File: src/rtl/key_click_decoder_if.sv
// Bundle of the key-press input and the click event / mode outputs of key_click_decoder.
interface key_click_decoder_if;
  logic       key_flag;
  logic       single_flag;
  logic       double_flag;
  logic       triple_flag;
  logic [1:0] led_mode;
  logic       busy;

  modport master (
    output key_flag,
    input  single_flag,
    input  double_flag,
    input  triple_flag,
    input  led_mode,
    input  busy
  );

  modport slave (
    input  key_flag,
    output single_flag,
    output double_flag,
    output triple_flag,
    output led_mode,
    output busy
  );
endinterface

File: src/rtl/key_click_decoder.sv
// Groups debounced key presses into single/double/triple click bursts inside a
// restartable window; each burst yields one event pulse and steps the LED mode.
module key_click_decoder #(
  parameter logic [23:0] CNT_WIN = 24'd14_999_999
) (
  input  logic              sys_clk,
  input  logic              sys_rst_n,
  key_click_decoder_if.slave bus
);

  localparam int unsigned WIN_W   = 24;
  localparam int unsigned CLICK_W = 2;
  localparam int unsigned MODE_W  = 2;

  typedef enum logic {
    IDLE  = 1'b0,
    COUNT = 1'b1
  } state_e;

  state_e             state_q, state_d;
  logic [WIN_W-1:0]   win_cnt_q, win_cnt_d;
  logic [CLICK_W-1:0] click_cnt_q, click_cnt_d;
  logic [MODE_W-1:0]  led_mode_q, led_mode_d;
  logic               single_q, single_d;
  logic               double_q, double_d;
  logic               triple_q, triple_d;

  logic win_done;
  assign win_done = (win_cnt_q == CNT_WIN);

  // State and datapath registers
  always_ff @(posedge sys_clk or negedge sys_rst_n) begin
    if (!sys_rst_n) begin
      state_q     <= IDLE;
      win_cnt_q   <= '0;
      click_cnt_q <= '0;
      led_mode_q  <= '0;
      single_q    <= 1'b0;
      double_q    <= 1'b0;
      triple_q    <= 1'b0;
    end else begin
      state_q     <= state_d;
      win_cnt_q   <= win_cnt_d;
      click_cnt_q <= click_cnt_d;
      led_mode_q  <= led_mode_d;
      single_q    <= single_d;
      double_q    <= double_d;
      triple_q    <= triple_d;
    end
  end

  // Next state: a third press or an expired window closes the burst
  always_comb begin
    state_d = state_q;
    unique case (state_q)
      IDLE: begin
        if (bus.key_flag) state_d = COUNT;
      end
      COUNT: begin
        if (bus.key_flag) begin
          if (click_cnt_q == CLICK_W'(2)) state_d = IDLE;
        end else if (win_done) begin
          state_d = IDLE;
        end
      end
      default: state_d = IDLE;
    endcase
  end

  // Counters, event pulses and mode update; a press always beats window expiry
  always_comb begin
    win_cnt_d   = win_cnt_q;
    click_cnt_d = click_cnt_q;
    led_mode_d  = led_mode_q;
    single_d    = 1'b0;
    double_d    = 1'b0;
    triple_d    = 1'b0;
    unique case (state_q)
      IDLE: begin
        win_cnt_d   = '0;
        click_cnt_d = bus.key_flag ? CLICK_W'(1) : '0;
      end
      COUNT: begin
        if (bus.key_flag) begin
          win_cnt_d = '0;
          if (click_cnt_q == CLICK_W'(1)) begin
            click_cnt_d = CLICK_W'(2);
          end else begin
            triple_d    = 1'b1;
            led_mode_d  = '0;
            click_cnt_d = '0;
          end
        end else if (win_done) begin
          win_cnt_d   = '0;
          click_cnt_d = '0;
          if (click_cnt_q == CLICK_W'(1)) begin
            single_d   = 1'b1;
            led_mode_d = led_mode_q + MODE_W'(1);
          end else begin
            double_d   = 1'b1;
            led_mode_d = led_mode_q - MODE_W'(1);
          end
        end else begin
          win_cnt_d = win_cnt_q + WIN_W'(1);
        end
      end
      default: begin
        win_cnt_d   = '0;
        click_cnt_d = '0;
      end
    endcase
  end

  assign bus.single_flag = single_q;
  assign bus.double_flag = double_q;
  assign bus.triple_flag = triple_q;
  assign bus.led_mode    = led_mode_q;
  assign bus.busy        = (state_q == COUNT);

endmodule

File: src/flat_wrapper.sv
// flat-port wrapper written by rule: the top's interface ports become plain ports
module key_click_decoder_flat 
#(
  parameter logic [23:0] CNT_WIN = 24'd14_999_999
)
  (sys_clk, sys_rst_n, bus_key_flag, bus_single_flag, bus_double_flag, bus_triple_flag, bus_led_mode, bus_busy);
  key_click_decoder_if bus_i ();
  input  logic sys_clk;
  input  logic sys_rst_n;
  input wire logic [$bits(bus_i.key_flag)-1:0] bus_key_flag;
  output wire logic [$bits(bus_i.single_flag)-1:0] bus_single_flag;
  output wire logic [$bits(bus_i.double_flag)-1:0] bus_double_flag;
  output wire logic [$bits(bus_i.triple_flag)-1:0] bus_triple_flag;
  output wire logic [$bits(bus_i.led_mode)-1:0] bus_led_mode;
  output wire logic [$bits(bus_i.busy)-1:0] bus_busy;
  assign bus_i.key_flag = bus_key_flag;
  assign bus_single_flag = bus_i.single_flag;
  assign bus_double_flag = bus_i.double_flag;
  assign bus_triple_flag = bus_i.triple_flag;
  assign bus_led_mode = bus_i.led_mode;
  assign bus_busy = bus_i.busy;
  key_click_decoder #(.CNT_WIN(CNT_WIN)) u_core (.sys_clk(sys_clk), .sys_rst_n(sys_rst_n), .bus(bus_i));
endmodule
File: config.mk
export PLATFORM = sky130hd
export DESIGN_NAME = key_click_decoder_flat
export DESIGN_NICKNAME = d
export VERILOG_FILES = /design/src/rtl/key_click_decoder_if.sv /design/src/rtl/key_click_decoder.sv /design/src/flat_wrapper.sv
export SDC_FILE = /design/constraint.sdc
export NUM_CORES = 1
export LEC_CHECK = 0
export BUFFER_PORTS_ARGS = -buffer_cell sky130_fd_sc_hd__clkbuf_2
export CORE_ASPECT_RATIO = 0.7
export CORE_MARGIN = 5
export CORE_UTILIZATION = 35
export DETAILED_ROUTE_END_ITERATION = 10
export GPL_TIMING_DRIVEN = 0
export PLACE_DENSITY = 0.54
export SLEW_MARGIN = 25
export SYNTH_ARGS = -nofsm -noshare
export SYNTH_HDL_FRONTEND = slang
export SYNTH_SLANG_ARGS = --single-unit
File: constraint.sdc
create_clock -name sys_clk -period 3.4 [get_ports sys_clk]
set_input_delay 0.17 -clock sys_clk [delete_from_list [all_inputs] [get_ports sys_clk]]
set_output_delay 0.17 -clock sys_clk [all_outputs]
set_load 0.005 [all_outputs]
==> results of run 1 <==
==> per-stage QoR <==
| step | total power [mW] | instance area (um^2) |
|---|---|---|
| floorplan | 0.443 | 1600 |
| global placement | 0.466 | 1700 |
| detailed placement | 0.470 | 1700 |
| CTS | 0.836 | 1830 |
| global route | 0.861 | 1830 |
| finish | 0.820 | 1830 |
==> routing by layer <==
metal  vias to the layer above  GRT usage, %
met1                       570          15.8
li1                        575             -
met3                         5          3.72
met5                         -             0
met2                        31          19.7
met4                         0          5.49
==> cell usage in the layout (no fill, tap or decap), drive strengths merged, types with 2 or more instances in the layout <==
cell type | synthesis | final
dfrtp | 32 | 32
nor2 | 28 | 28
nand3 | 11 | 11
clkbuf | 1 | 13
nand2b | 3 | 3
or3 | 3 | 3
nor3 | 4 | 4
a21oi | 2 | 2
xnor2 | 9 | 9
nand3b | 2 | 2
nor4 | 4 | 4
nand2 | 12 | 12
xor2 | 14 | 14
nand4 | 9 | 9
buf | 6 | 6
inv | 5 | 5
and3 | 5 | 5
==> critical path, stage by stage, from the launching register on <==
cell and delay (ns):
dfrtp_1 0.42, ha_1 0.24, nand4_1 0.31, nor4_2 0.66, nand4_1 0.19, xor2_1 0.18, nor2_1 0.06
==> how the worst min path moves through the flow <==
stage               slack [ns]  depth (start not counted)         start                                end
finish                    0.15                          2  bus_key_flag  u_core.click_cnt_q[0]$_DFFE_PN0P_
global route              0.15                          2  bus_key_flag  u_core.click_cnt_q[0]$_DFFE_PN0P_
CTS                       0.14                          2  bus_key_flag  u_core.click_cnt_q[0]$_DFFE_PN0P_
detailed placement        0.30                          1     sys_rst_n  u_core.click_cnt_q[1]$_DFFE_PN0P_
global placement          0.28                          1     sys_rst_n  u_core.click_cnt_q[1]$_DFFE_PN0P_
floorplan                -0.13                          0     sys_rst_n          u_core.bus.busy$_DFF_PN0_
==> registers in the layout, indices dropped and copies added (netlist names) <==
| signal | flops |
|---|---|
| u_core.bus.busy | 1 |
| u_core.bus.double_flag | 1 |
| u_core.bus.led_mode | 2 |
| u_core.bus.single_flag | 1 |
| u_core.bus.triple_flag | 1 |
| u_core.click_cnt_q | 2 |
| u_core.win_cnt_q | 24 |
==> logic make-up after synthesis <==
logic type               synth area share [%]
adder cells (fa/ha/maj)                 0.782
buffers and inverters                    4.14
AND/OR/NAND/NOR                          29.9
XOR/XNOR                                 12.6
AO/OA/AOI/OAI                            1.95
flip-flops                               50.0
multiplexers                            0.626
==> power groups by stage <==
| stage | registers, mW | logic (mW) | clock network (mW) |
|---|---|---|---|
| floorplan | 0.407 | 0.0357 | 0 |
| global placement | 0.407 | 0.0589 | 0 |
| detailed placement | 0.408 | 0.0615 | 0 |
| CTS | 0.401 | 0.0626 | 0.372 |
| global route | 0.402 | 0.0705 | 0.388 |
| finish | 0.401 | 0.0609 | 0.358 |
==> timing repair <==
action / 4_1_cts / 5_1_grt
endpoints found under the setup margin: 0 / 0
hold buffers: 1 / 0
endpoints found under the hold margin: 23 / 0
==> area by class of cell <==
cell class	count	area, um^2	share of cell area [%]
Timing Repair Buffer	8	45.0	2.47
Clock buffer	5	68.8	3.77
Multi-Input combinational cell	117	733	40.2
Tap cell	55	68.8	3.77
Clock inverter	3	42.5	2.33
Inverter	5	18.8	1.03
Sequential cell	32	801	43.9
Buffer	7	47.5	2.60
==> results_dict.tcl, run 1 <==
set metrics [dict create \
    drtIter0Drc 36 \
    vias 1181 \
    yosys_warnings 0 \
    pre_cts_ws_ns 1.27 \
    r2r_setup_slack_ns 1.24 \
    crit_type "reg -> reg" \
    cp-end-kind "flip-flop" \
    drcViolationCount 0 \
    grt_start_max_net_pins 33 \
    clkPwrFrac_pct 43.6 \
    synthArstFlopShare_pct 100 \
    finalClockSkew_ns 0.00800 \
    ys_ff_latch 32 \
    grt_pass1_vias 1190 \
    fin_ws_ns 1.24 \
    fin_crit_sh_pct 63.6 \
    synth-edff-count 0 \
    cp.arrival_ns 2.34 \
    wl_met3_um 137 \
    top_layer "met4" \
    ant_nets 0 \
    start_util_pct 36.5 \
    cts_sinks 32 \
    setup_tns_ns 0 \
    post-route-min-period_ns 2.16 \
    fin_util_pct 41.7 \
    gp_congestion 0.809 \
    placedCellCount 223 \
    hold_path_class "in -> reg" \
    numPortBuffers 7 \
    die_area_um2 6050 \
    r2r-end "u_core.win_cnt_q[18]$_DFF_PN0_" \
    p_sw_mw 0.188 \
    endpoint "u_core.win_cnt_q[18]$_DFF_PN0_" \
    instances_no_fill 232 \
    met1Wirelength_mm 1.62 \
    syn_to_final_growth_pct 14.1 \
    core_area_um2 4380 \
    yosys-top-cells-area "dfrtp_1 50%, xor2_1 7.7%, nor2_1 6.6%" \
    seq_area_frac_synth_pct 50.0 \
    pwr-share-comb_pct 7.4 \
    powerDensity_nw_per_um2 449 \
    fmax_ghz 0.462 \
    routed-wl-met2_mm 1.47 \
    nets 180 \
    clock_latency_ns 0.28 \
    syn_inst 161 \
    crit_path_start "u_core.win_cnt_q[0]$_DFF_PN0_" \
    setup_viol 0 \
    p_leak_nw 0.780 \
    synth_common_cells "32 x dfrtp_1, 28 x nor2_1, 14 x xor2_1" \
    place_hpwl_mm 2.32 \
    via_per_inst 5.09 \
    status "complete, no violations" \
    synthFlopType "dfrtp_1" \
    pwr-share-seq_pct 48.9 \
    netlist_area_um2 1600 \
    layout-drive-gt1-share_pct 14.7 \
    insertedDiodeCount 0 \
    r2r-start "u_core.win_cnt_q[0]$_DFF_PN0_" \
    max_cap_violations 0 \
    cp_max_fo 5 \
    clk_path_buf_depth 2 \
    finalWirelength_mm 3.28 \
    synth.net_count 165 \
    cp.required_ns 3.57 \
    post-cts-setup-buffers 0 \
    crit_path_start_kind "flip-flop" \
    yosysUniqueCellTypes 33 \
    die_x_um 90.8 \
    antenna_found_initial 0 \
    maxSlewViolCount 0 \
    ff2ff_path_depth 6 \
    avgSynthCellArea_um2 9.94 \
    hold_ws_ns 0.146 \
    clk_pin_slew_worst_paths_ns 0.07 \
    finalHoldViolCount 0 \
    cts_buffers 5 \
    fill_cells 410 \
    overflow 0 \
    peakVddDrop_mv 0.232 \
    max_slew.worst_pin.slew_ns 0.787 \
    first_pass_iters 4 \
    synth_top_area_share_pct 50.0 \
    ios 9 \
    dieHeight_um 66.6 \
    slew_headroom_pct 47.1 \
    ctsResizeCount 0 \
    synth_most_common_cell "dfrtp_1" \
    yosysTopAreaCell "dfrtp_1" \
    p_sw_share_pct 23.0 \
    grt_pass1_wl_mm 5.76 \
    p_int_mw 0.631 \
    grt_usage_pct 12.4 \
    rsz0062_at_grt "false" \
    num_rows 20 \
    wl_per_cell_um 14.1 \
    cts_tree "built" \
    root_buffer "clkbuf_8" \
    htreeDepth 2 \
]
No activity file was read; power rests on OpenSTA's default activity.
==> inputs of run 2 (changes only) <==
- clock period: 3.4 -> 2.2 ns (I/O delays scaled with it)
==> run 2 against run 1 <==
- final cell count increased by 1.3%
- die area unchanged
- routed wire length increased by 0.76%
- non-clock buffer count increased by 3
- clock power increased by 55%
- worst hold slack got worse by 0.063 ns
- critical path type unchanged
==> results_dict.tcl, run 2 (same netlist as run 1, synthesis figures left out) <==
set metrics [dict create \
    start_util_pct 36.5 \
    instances_no_fill 235 \
    vias 1178 \
    post-route-min-period_ns 2.06 \
    clock_latency_ns 0.29 \
    powerDensity_nw_per_um2 681 \
    finalWirelength_mm 3.31 \
    finalClockSkew_ns 0.0101 \
    peakVddDrop_mv 0.358 \
    drtIter0Drc 32 \
    cts_tree "built" \
    core_area_um2 4380 \
    overflow 0 \
    cp.required_ns 2.37 \
    fin_util_pct 42.5 \
    cp-end-kind "flip-flop" \
    gp_congestion 0.809 \
    cts_buffers 5 \
    drcViolationCount 0 \
    hold_path_class "in -> reg" \
    ios 9 \
    grt_pass1_vias 1190 \
    root_buffer "clkbuf_8" \
    cp_max_fo 10 \
    finalHoldViolCount 0 \
    die_area_um2 6050 \
    fmax_ghz 0.485 \
    via_per_inst 5.01 \
    grt_start_max_net_pins 33 \
    nets 183 \
    syn_to_final_growth_pct 16.3 \
    first_pass_iters 4 \
    htreeDepth 2 \
    grt_pass1_wl_mm 5.76 \
    crit_type "reg -> reg" \
    p_leak_nw 0.811 \
    seqCellArea_um2 801 \
    cp.arrival_ns 2.24 \
    final_cell_mix "32 x dfrtp_1, 28 x nor2_1, 14 x xor2_1" \
    num_rows 20 \
    numPortBuffers 7 \
    fill_cells 406 \
    max_slew.worst_pin.slew_ns 0.792 \
    dieHeight_um 66.6 \
    ant_nets 0 \
    multiInputGateArea_um2 747 \
    slew_headroom_pct 47.2 \
    grt_usage_pct 12.4 \
    cts_sinks 32 \
    setup_viol 0 \
    regMostFlops "u_core.win_cnt_q" \
    final_common_cell "dfrtp_1" \
    clk_path_buf_depth 2 \
    die_x_um 90.8 \
    antenna_found_initial 0 \
    insertedDiodeCount 0 \
    crit_path_start_kind "flip-flop" \
    clk_pin_slew_worst_paths_ns 0.07 \
    wl_per_cell_um 14.1 \
    maxSlewViolCount 0 \
    placedCellCount 223 \
    max_cap_violations 0 \
    hold_ws_ns 0.0829 \
    fin_crit_sh_pct 93.8 \
    place_hpwl_mm 2.32 \
    status "complete, no violations" \
    largest_reg_flops 24 \
    layout-drive-gt1-share_pct 16.7 \
]
==> run 2: metal layers <==
layer / part of all wire [%] / vias to the layer above / track usage (%) / wire length, um
met5: 0 / - / 0 / 0
met4: 1.6 / 0 / 5.49 / 53
met3: 2.9 / 5 / 3.72 / 95
met2: 45 / 11 / 19.7 / 1490
met1: 50 / 583 / 15.8 / 1670
li1: - / 579 / - / -
==> run 2: worst paths after layout <==
| kind | startpoint | end | slack (ns) | cells past startpoint |
|---|---|---|---|---|
| worst max-delay path | u_core.win_cnt_q[12]$_DFF_PN0_ | u_core.win_cnt_q[17]$_DFF_PN0_ | 0.14 | 8 |
| worst min-delay path | bus_key_flag | u_core.click_cnt_q[0]$_DFFE_PN0P_ | 0.08 | 2 |
| worst max register to register | u_core.win_cnt_q[12]$_DFF_PN0_ | u_core.win_cnt_q[17]$_DFF_PN0_ | 0.14 | 8 |
| worst min register to register | u_core.win_cnt_q[0]$_DFF_PN0_ | u_core.win_cnt_q[0]$_DFF_PN0_ | 0.51 | 1 |
| max in group asynchronous | sys_rst_n | u_core.win_cnt_q[9]$_DFF_PN0_ | 1.25 | 2 |
| min in group asynchronous | sys_rst_n | u_core.click_cnt_q[1]$_DFFE_PN0P_ | 0.44 | 2 |
==> run 2: power by group <==
group | internal (mW) | switching [mW]
sequential | 0.605 | 0.0144
combinational | 0.0355 | 0.0583
clock | 0.335 | 0.219
==> run 2: final cells by class <==
| type | instances | share of cell area (%) |
|---|---|---|
| Clock buffer | 5 | 3.70 |
| Buffer | 7 | 2.55 |
| Sequential cell | 32 | 43.0 |
| Timing Repair Buffer | 11 | 3.63 |
| Tap cell | 55 | 3.70 |
| Inverter | 5 | 1.01 |
| Multi-Input combinational cell | 117 | 40.1 |
| Clock inverter | 3 | 2.28 |
==> run 2: repair_timing <==
item,4_1_cts,5_1_grt
setup buffers,0,3
hold buffers,1,0
resized for setup,0,2
hold endpoints to repair,32,0
endpoints found under the setup margin,0,21
==> run 2: metrics by stage <==
stage               power (mW)  area (um^2)  setup slack [ns]  setup TNS (ns)
floorplan                0.684         1600             0.322               0
global placement         0.721         1700             0.109               0
detailed placement       0.726         1700            0.0734               0
CTS                       1.29         1830            0.0506               0
global route              1.33         1860          -0.00250        -0.00494
finish                    1.27         1860             0.137               0
==> run 2: critical path: stages, from the launching register on <==
cell      delay, ns
dfrtp_1        0.46
nor4_4         0.30
nand4_1        0.14
or3_4          0.41
buf_6          0.14
nand2b_1       0.05
buf_2          0.17
buf_4          0.20
nor2_1         0.06
==> inputs of run 3 (changes only) <==
- BUFFER_PORTS_ARGS: -buffer_cell sky130_fd_sc_hd__clkbuf_2 -> unset
- DONT_BUFFER_PORTS: unset -> 1
- PLACE_DENSITY: 0.54 -> 0.52
==> run 3 against run 2 <==
- first-iteration DRC count grew 91%
- register-to-register slack is essentially flat
- utilization fell by 0.60 points
- highest routed layer unchanged
==> results_dict.tcl, run 3 (same netlist as run 1, synthesis figures left out) <==
set metrics [dict create \
    htreeDepth 2 \
    nets 175 \
    num_rows 20 \
    fmax_ghz 0.486 \
    die_area_um2 6050 \
    slowest_delay_ns 0.40 \
    powerDensity_nw_per_um2 684 \
    crit_cells 8 \
    max_slew.worst_pin.slew_ns 0.474 \
    path_cells "ha_2, nand4_1, or3_1, buf_6, nand2b_1, buf_2, buf_4, nand2_1" \
    hold_path_class "in -> reg" \
    clock_latency_ns 0.28 \
    syn_to_final_growth_pct 14.7 \
    instances_no_fill 227 \
    grt_start_max_net_pins 33 \
    crit_type "reg -> reg" \
    critPathSlowestCell "dfrtp_1" \
    crit_path_start_kind "flip-flop" \
    cp.arrival_ns 2.22 \
    drcViolationCount 0 \
    root_buffer "clkbuf_8" \
    ios 9 \
    finalHoldViolCount 0 \
    p_leak_nw 0.793 \
    final_common_cell "dfrtp_1" \
    core_area_um2 4380 \
    ant_nets 0 \
    r2r-start "u_core.win_cnt_q[1]$_DFF_PN0_" \
    antenna_found_initial 0 \
    grt_pass1_wl_mm 5.61 \
    post-route-min-period_ns 2.06 \
    cp.required_ns 2.36 \
    maxSlewViolCount 0 \
    multiInputGateArea_um2 753 \
    critPathBufInv 3 \
    drtIter0Drc 61 \
    p_int_mw 0.974 \
    fin_util_pct 41.9 \
    ff2ff_path_depth 8 \
    grt_pass1_vias 1115 \
    place_hpwl_mm 2.25 \
    grt_usage_pct 12.0 \
    finalWirelength_mm 3.25 \
    vias 1149 \
    hold_ws_ns 0.0961 \
    wl_per_cell_um 14.3 \
    regMostFlops "u_core.win_cnt_q" \
    rsz0062_at_grt "false" \
    fin_area_um2 1840 \
    placedCellCount 216 \
    crit_path_start "u_core.win_cnt_q[1]$_DFF_PN0_" \
    final_cell_mix "31 x dfrtp_1, 28 x nor2_1, 14 x xor2_1" \
    clk_pin_slew_worst_paths_ns 0.07 \
    clk_path_buf_depth 2 \
    clkPwrFrac_pct 43.4 \
    via_per_inst 5.06 \
    fill_cells 402 \
    dpl_cell_area_um2 1670 \
    holdPathStages 2 \
    numPortBuffers 0 \
    start_util_pct 36.5 \
    fin_crit_sh_pct 93.6 \
    setup_viol 0 \
    first_pass_iters 4 \
    status "complete, no violations" \
    pwr-share-seq_pct 49.7 \
    min_from "bus_key_flag" \
    cp_max_fo 10 \
    overflow 0 \
    cts_tree "built" \
    cp-end-kind "flip-flop" \
    dieHeight_um 66.6 \
    p_sw_mw 0.281 \
    cts_buffers 5 \
    max_cap_violations 0 \
    gp_congestion 0.797 \
    setup_tns_ns 0 \
    seqCellArea_um2 802 \
    insertedDiodeCount 0 \
    die_x_um 90.8 \
    peakVddDrop_mv 0.295 \
    pwr-share-comb_pct 6.9 \
    cts_sinks 32 \
    layout-drive-gt1-share_pct 12.8 \
    slew_headroom_pct 68.2 \
    p_sw_share_pct 22.4 \
    largest_reg_flops 24 \
    finalClockSkew_ns 0.00868 \
    cp_top_family "simple AND/OR/NAND/NOR gates" \
]
[run 3: path summary, 6_finish.rpt]
path,to,slack (ns)
max in group asynchronous,u_core.win_cnt_q[0]$_DFF_PN0_,1.72
worst max register to register,u_core.bus.busy$_DFF_PN0_,0.14
worst min register to register,u_core.win_cnt_q[0]$_DFF_PN0_,0.49
worst min-delay path,u_core.click_cnt_q[0]$_DFFE_PN0P_,0.1
min in group asynchronous,u_core.win_cnt_q[14]$_DFF_PN0_,0.29
worst max-delay path,u_core.bus.busy$_DFF_PN0_,0.14
[run 3: final cells by class]
| class | count | area share, % |
|---|---|---|
| plain buffers | 7 | 2.59 |
| inverters | 5 | 1.02 |
| flip-flops and latches | 32 | 43.7 |
| well taps | 55 | 3.75 |
| clock buffers | 6 | 3.95 |
| clock inverters | 2 | 1.91 |
| repair buffers | 3 | 2.04 |
| multi-input cells | 117 | 41.0 |
[run 3: power groups by stage]
| stage | sequential [mW] | combinational [mW] | clock [mW] |
|---|---|---|---|
| 5_1_grt | 0.625 | 0.102 | 0.582 |
| 4_1_cts | 0.623 | 0.0882 | 0.564 |
| 2_1_floorplan | 0.629 | 0.0552 | 0 |
| 3_3_place_gp | 0.633 | 0.0675 | 0 |
| 6_report | 0.624 | 0.0867 | 0.545 |
| 3_5_place_dp | 0.634 | 0.0697 | 0 |
[run 3: what timing repair did]
action | 4_1_cts | 5_1_grt
hold buffers | 2 | 0
setup buffers | 0 | 1
endpoints found under the setup margin | 0 | 21
endpoints found under the hold margin | 32 | 0
gates resized for setup | 0 | 4
[run 3: layer usage]
metal  up-vias  GRT usage, %  share of wire [%]
li1        570             -                  -
met3         4          3.50                3.4
met1       561          16.9                 54
met2        14          16.9                 41
met4         0          5.49                1.6
met5         -             0                  0
[run 3: metrics by stage]
stage	setup slack [ns]	total power [mW]
floorplan	0.322	0.684
global placement	0.104	0.700
detailed placement	0.0609	0.704
CTS	0.0398	1.27
global route	0.00528	1.31
finish	0.141	1.25
